## config.mk

```make
export PLATFORM = sky130hd
export DESIGN_NAME = wish_unpack
export DESIGN_NICKNAME = d
export VERILOG_FILES = /design/src/rtl/wish_unpack.sv
export SDC_FILE = /design/constraint.sdc
export NUM_CORES = 1
export LEC_CHECK = 0
export BUFFER_PORTS_ARGS = -buffer_cell sky130_fd_sc_hd__clkbuf_2
export CORE_MARGIN = 2
export CORE_UTILIZATION = 45
export CTS_CLUSTER_SIZE = 16
export DETAILED_ROUTE_END_ITERATION = 6
export GPL_TIMING_DRIVEN = 0
export PLACE_DENSITY = 0.73
export SKIP_LAST_GASP = 1
export SLEW_MARGIN = 15
export SYNTH_ARGS = -nofsm -noshare
export SYNTH_HDL_FRONTEND = slang
export SYNTH_SLANG_ARGS = --single-unit
```

## constraint.sdc

```tcl
create_clock -name clk_i -period 1.5 [get_ports clk_i]
set_input_delay 0.3 -clock clk_i [delete_from_list [all_inputs] [get_ports clk_i]]
set_output_delay 0.3 -clock clk_i [all_outputs]
set_load 0.03 [all_outputs]
```

## src/rtl/wish_unpack.sv

```systemverilog
// wish_unpack: splits one NUM_PACK*DATA_WIDTH Wishbone word into NUM_PACK narrow beats.
// Optional macro WISH_UNPACK_PREFETCH_EN adds a wide holding register so s_ack_o no longer depends on d_ack_i.
module wish_unpack #(
    parameter int DATA_WIDTH    = 8,
    parameter int NUM_PACK      = 4,
    parameter int TGC_WIDTH     = 2,
    parameter int LITTLE_ENDIAN = 1
) (
    input  logic                           clk_i,
    input  logic                           rst_i,
    input  logic                           s_stb_i,
    input  logic                           s_cyc_i,
    output logic                           s_ack_o,
    output logic                           s_stall_o,
    input  logic [DATA_WIDTH*NUM_PACK-1:0] s_dat_i,
    input  logic [TGC_WIDTH-1:0]           s_tgc_i,
    output logic                           d_stb_o,
    output logic                           d_cyc_o,
    input  logic                           d_ack_i,
    output logic [DATA_WIDTH-1:0]          d_dat_o,
    output logic [TGC_WIDTH-1:0]           d_tgc_o,
    output logic                           d_last_o
);

    localparam int W  = DATA_WIDTH * NUM_PACK;
    localparam int CW = $clog2(NUM_PACK);
    localparam logic [CW-1:0] LAST_CNT = CW'(NUM_PACK - 1);

    typedef enum logic {EMPTY, DRAIN} state_e;

    state_e               state_q;
    logic [CW-1:0]        beatCnt_q;
    logic [W-1:0]         shiftBuf_q;
    logic [W-1:0]         shifted_d;
    logic [TGC_WIDTH-1:0] tag_q;

    logic beat;
    logic finalBeat;
    logic accept;
    logic loadSrc;

`ifdef WISH_UNPACK_PREFETCH_EN
    logic [W-1:0]         holdBuf_q;
    logic [TGC_WIDTH-1:0] holdTag_q;
    logic                 holdValid_q;
`endif

    assign beat      = (state_q == DRAIN) & d_ack_i;
    assign finalBeat = beat & (beatCnt_q == LAST_CNT);

`ifdef WISH_UNPACK_PREFETCH_EN
    assign s_ack_o = s_stb_i & s_cyc_i & !rst_i & !holdValid_q;
`else
    assign s_ack_o = s_stb_i & s_cyc_i & !rst_i & ((state_q == EMPTY) | finalBeat);
`endif

    assign s_stall_o = s_stb_i & s_cyc_i & !s_ack_o;
    assign accept    = s_ack_o;
    // A word goes straight into the shift buffer only when nothing is left to drain after this edge.
    assign loadSrc   = accept & ((state_q == EMPTY) | finalBeat);

    // The output end of the buffer is its low slice for little-endian and its high slice otherwise.
    generate
        if (LITTLE_ENDIAN != 0) begin : gLittle
            assign shifted_d = shiftBuf_q >> DATA_WIDTH;
            assign d_dat_o   = shiftBuf_q[DATA_WIDTH-1:0];
        end else begin : gBig
            assign shifted_d = shiftBuf_q << DATA_WIDTH;
            assign d_dat_o   = shiftBuf_q[W-1 -: DATA_WIDTH];
        end
    endgenerate

    assign d_stb_o  = (state_q == DRAIN);
    assign d_cyc_o  = d_stb_o;
    assign d_tgc_o  = tag_q;
    assign d_last_o = d_stb_o & (beatCnt_q == LAST_CNT);

    always_ff @(posedge clk_i) begin
        if (rst_i) begin
            state_q    <= EMPTY;
            beatCnt_q  <= '0;
            shiftBuf_q <= '0;
            tag_q      <= '0;
        end else if (loadSrc) begin
            state_q    <= DRAIN;
            beatCnt_q  <= '0;
            shiftBuf_q <= s_dat_i;
            tag_q      <= s_tgc_i;
`ifdef WISH_UNPACK_PREFETCH_EN
        end else if (finalBeat && holdValid_q) begin
            state_q    <= DRAIN;
            beatCnt_q  <= '0;
            shiftBuf_q <= holdBuf_q;
            tag_q      <= holdTag_q;
`endif
        end else if (beat) begin
            shiftBuf_q <= shifted_d;
            if (finalBeat) begin
                state_q   <= EMPTY;
                beatCnt_q <= '0;
            end else begin
                beatCnt_q <= beatCnt_q + CW'(1);
            end
        end
    end

`ifdef WISH_UNPACK_PREFETCH_EN
    // Words accepted mid-drain park here until the final beat hands them to the shift buffer.
    always_ff @(posedge clk_i) begin
        if (rst_i) begin
            holdValid_q <= 1'b0;
            holdBuf_q   <= '0;
            holdTag_q   <= '0;
        end else if (accept && !loadSrc) begin
            holdValid_q <= 1'b1;
            holdBuf_q   <= s_dat_i;
            holdTag_q   <= s_tgc_i;
        end else if (finalBeat) begin
            holdValid_q <= 1'b0;
        end
    end
`endif

endmodule

```

* After elaboration in Yosys (flattened, before gate mapping)
Index checks and enable logic that the tools add are counted.
Word-level totals: flip-flop bits (word level) 37, output and inout port bits 15, word-level logic and storage cells 28
Operators by class: add/sub/neg operators 1, equality and inequality tests 1, mux-type cells 6, bitwise operators 10, reductions and logical operators 6
Operators by type and width (count):
- 32-bit two-way mux | 2
- 1-bit AND | 8
- 2-bit nonzero test | 2
- 1-bit two-way mux | 3
- 2-bit by 1-bit adder with 2-bit output, second input constant | 1
- 2-bit equality test, second input constant | 1
- 1-bit zero test | 2
- 2-bit two-way mux | 1
- 2-bit AND reduction | 1
- 2-bit OR reduction | 1
- 1-bit NOT | 1
- 1-bit OR | 1

* Logic depth before layout (Yosys ltp)
word-level depth 7, mapped depth 6, mapped depth without buffers 4

* Worst setup path after synthesis
No wires, ideal clock.
path kind register -> output, from register state_q (netlist: d_cyc_o), to output s_stall_o, data arrival time 1.608 ns, required time 1.200 ns, slack -0.408 ns, stages on the path, launching flop included 5, path buffers 1, cells stage by stage dfxtp_1 > a21bo_1 > buf_6 > nor3b_4 > nor2_1
On the way: cells in the longest elaborated chain, start to end 6
Ends and longest elaborated chain:
- start: declaration | RTL line 31 | state_e state_q;
- start signal: assignment | RTL line 80 | state_q <= EMPTY;
- start signal: assignment | RTL line 85 | state_q <= DRAIN;
- start signal: assignment | RTL line 99 | state_q <= EMPTY;
- 1-bit AND | RTL line 48 | assign beat = (state_q == DRAIN) & d_ack_i;
- 1-bit AND | RTL line 49 | assign finalBeat = beat & (beatCnt_q == LAST_CNT);
- 1-bit OR * | RTL line 54 | assign s_ack_o = s_stb_i & s_cyc_i & !rst_i & ((state_q == EMPTY) | finalBeat);
- 1-bit AND * | RTL line 54
- net s_ack_o | RTL line 13 | output logic s_ack_o,
- 1-bit zero test * | RTL line 57 | assign s_stall_o = s_stb_i & s_cyc_i & !s_ack_o;
- 1-bit AND * | RTL line 57
- end: declaration | RTL line 14 | output logic s_stall_o,
The timed path passes the listed nets; every way through them passes the cells marked *.

* Final worst setup path
from register beatCnt_q[0], to output s_stall_o
On the way: cells in the longest elaborated chain, start to end 6
Ends and longest elaborated chain:
- start: declaration | RTL line 32 | logic [CW-1:0] beatCnt_q;
- start signal: assignment | RTL line 102 | beatCnt_q <= beatCnt_q + CW'(1);
- 2-bit equality test | RTL line 49
- 1-bit AND | RTL line 49
- 1-bit OR | RTL line 54
- 1-bit AND | RTL line 54
- 1-bit zero test | RTL line 57
- 1-bit AND | RTL line 57
Every way passes these cells.

==> impl_metrics.toml <==
[worst_setup_path]
r2r-start = "beatCnt_q[0]$_SDFFE_PP0P_"
reg2regPathDepth = 6
critPathKind = "register to primary output"
crit_end = "s_stall_o"
rrSetupSlack_ns = 0.06
cp_max_fo = 2
startpoint = "beatCnt_q[0]$_SDFFE_PP0P_"
critical_path_arrival_ns = 1.54
worstSetupStartpointType = "register"
cp_data_required_time_ns = 1.20
critPathCaptureType = "primary output"
r2r_end = "shiftBuf_q[30]$_SDFFE_PP0P_"

[logic_synthesis]
synth-seq-cells = 37
synth-main-ff-cell = "dfxtp_1"
ys_async_sr_fraction_pct = 0
yosysTopAreaCell = "dfxtp_1"
synth_top_family_by_area = "compound AO/OA/AOI/OAI gates"
synthMuxAreaShare_pct = 15.51
syn_area_per_cell_sq_um = 11.15
synthTopCellsByCount = "37 x dfxtp_1, 28 x mux2i_1, 26 x nor2_1"
yosys.area_share.simple_pct = 10.60
yosysTopAreaCellShare_pct = 41.00
netlist_instances = 162
syn_area_sq_um = 1807
synth_area_leaders = "dfxtp_1 41%, a221oi_2 17%, mux2i_1 16%"
synth_most_common_cell = "dfxtp_1"
synth_fa_ha_area_share_pct = 0.6925
synth_cell_type_count = 22
syn_nets = 202
synth-warning-count = 0
synth-seq-area-share_pct = 41.00
synth_edf_count = 0
synth_compound_area_share_pct = 23.96
synth_xor_area_share_pct = 0

[floorplan]
die_area_sq_um = 4538
die_w_um = 67.37
core_sq_um = 3943
ios = 54
rows = 23
die_h_um = 67.37
initial_core_util_pct = 45.83

[sta]
fin_crit_ns = 1.840
setup_viol = 2
slew_violations = 0
fin_skew_ns = 0.003385
slew_headroom_pct = 64.53
hold_viol = 0
fmax_mhz = 543.3
worst_slew_pin_slew_ns = 0.5321
fin_crit_sh_pct = 122.7
rsz0062_at_grt = "true"
setup_ws_ns = -0.3405

[global_route]
grt_pass1_vias = 1345
antenna_found_initial = 0
grt_util_all_layers_pct = 20.13
grt_first_pass_wirelength_um = 6630
grt_overflow_total = 0
grt-busiest-layer = "met2"
grt_use_met2_pct = 30.94
grt.met3_usage_pct = 4.167
use_met1_pct = 27.12
grt_max_degree = 11

[pwr]
vdd_drop_max_mv = 0.6410
power_density_nw_per_um2 = 940.0
p_leak_nw = 1.138
power.total_mw = 2.205

[final_layout]
synthToLayoutAreaGrowth_pct = 29.85
nets = 270
final_cells = 281
drive_gt1_share_pct = 50.22
diodes = 0

[route]
dr.pass1.iters = 4
wl_per_cell_um = 14.56
via_per_inst = 5.153
drt-initial-drc-count = 107
routed_wl_um = 4092
post-route-drc-count = 0
num_vias = 1448
drtAntennaViolNets = 0

[clocking]
cts_sinks = 37
htreeDepth = 2
cts_root_buf = "clkbuf_8"
cts_tree = "built"
clock_latency_ns = 0.29
clock_path_buffers = 2
cts_made_buffers = 5
clk_pin_slew_ns = 0.07

[place]
placedCellCount = 265
port_buffers = 53
gp_congestion = 0.7464
dp_hpwl_um = 2813

[run_status]
status = "complete, but fails checks"
violations = "negative setup slack"

[hold_path]
worstHoldPathType = "primary input to register"

[flow_run]
max_cap_viol_count = 0
-- per-layer routing --
layer,part of all wire (%),routed length [um],up-vias
li1,-,-,731
met1,47,1930,673
met2,47,1903,37
met3,4.3,178,7
met4,1.9,79,0
met5,0,0,-
-- layout make-up --
cell class / instances / area, sq um
multi-input combinational: 103 / 945.9
tap: 50 / 62.56
timing repair buffer: 62 / 366.6
fill: 344 / 1597
sequential: 37 / 749.5
buffer: 21 / 141.4
clock buffer: 8 / 80.08
-- cell usage in the layout (no fill, tap or decap), types with 2 or more instances in the layout --
cell type | Yosys | final
dfxtp_4 | 0 | 2
dfxtp_1 | 37 | 34
nor3_1 | 2 | 2
buf_2 | 5 | 5
a221oi_2 | 20 | 20
clkbuf_1 | 2 | 5
a21oi_1 | 2 | 2
a22o_1 | 8 | 8
nand2b_1 | 4 | 4
clkbuf_8 | 0 | 5
clkbuf_2 | 0 | 50
a221oi_1 | 4 | 4
buf_6 | 1 | 6
mux2i_1 | 28 | 28
nor2_1 | 26 | 25
buf_4 | 14 | 18
-- report_power, final --
part           switching (mW)  internal [mW]  total [mW]
Clock                   0.343          0.330       0.673
Combinational           0.234          0.212       0.446
Sequential             0.0416           1.05        1.09
Total                   0.618           1.59        2.21
-- what timing repair did --
action	CTS	global route
hold buffers	0	0
endpoints found under the setup margin	10	36
pin swaps	3	4
resized for setup	4	13
setup buffers	6	4
-- cells by family (layout without fill, tap and decap cells) --
logic type,Yosys count,count (layout)
simple gates,38,38
flops,37,37
compound gates,36,36
mux,28,28
buf+inv,22,91
fa+ha+maj,1,1
-- state kept, by name, indices dropped and copies added, names as in the netlist --
| name | count |
|---|---|
| shiftBuf_q | 32 |
| beatCnt_q | 2 |
| d_cyc_o | 1 |
| d_tgc_o | 2 |
-- worst min-delay path by stage --
stage / slack, ns / end / startpoint / cells past startpoint
floorplan: 0.44 / shiftBuf_q[24]$_SDFFE_PP0P_ / s_dat_i[24] / 1
global placement: 0.46 / shiftBuf_q[27]$_SDFFE_PP0P_ / shiftBuf_q[27]$_SDFFE_PP0P_ / 1
detailed placement: 0.46 / shiftBuf_q[26]$_SDFFE_PP0P_ / shiftBuf_q[26]$_SDFFE_PP0P_ / 1
CTS: 0.23 / shiftBuf_q[28]$_SDFFE_PP0P_ / s_dat_i[28] / 2
global route: 0.23 / shiftBuf_q[29]$_SDFFE_PP0P_ / s_dat_i[29] / 2
finish: 0.23 / shiftBuf_q[28]$_SDFFE_PP0P_ / s_dat_i[28] / 2
-- worst max-delay path, cell delays in order, from the launching register on --
cell,delay [ns]
dfxtp_4,0.35
ha_4,0.16
a21bo_4,0.22
nor3b_4,0.15
buf_6,0.12
nor2_4,0.11
buf_8,0.13
-- stage by stage --
stage               setup WS [ns]  cell area, sq um  hold slack, ns  TNS [ns]  utilization, %
global route              -0.3877              2346          0.2303   -0.7395           59.50
detailed placement        -0.4246              2161          0.4555    -2.553           54.81
global placement          -0.3962              2161          0.4604    -2.107           54.81
floorplan                 -0.2081              1833          0.4391   -0.6825               -
finish                    -0.3405              2346          0.2274   -0.6116           59.50
CTS                       -0.4045              2302          0.2260    -2.275           58.39
(Power assumes the default switching activity.)
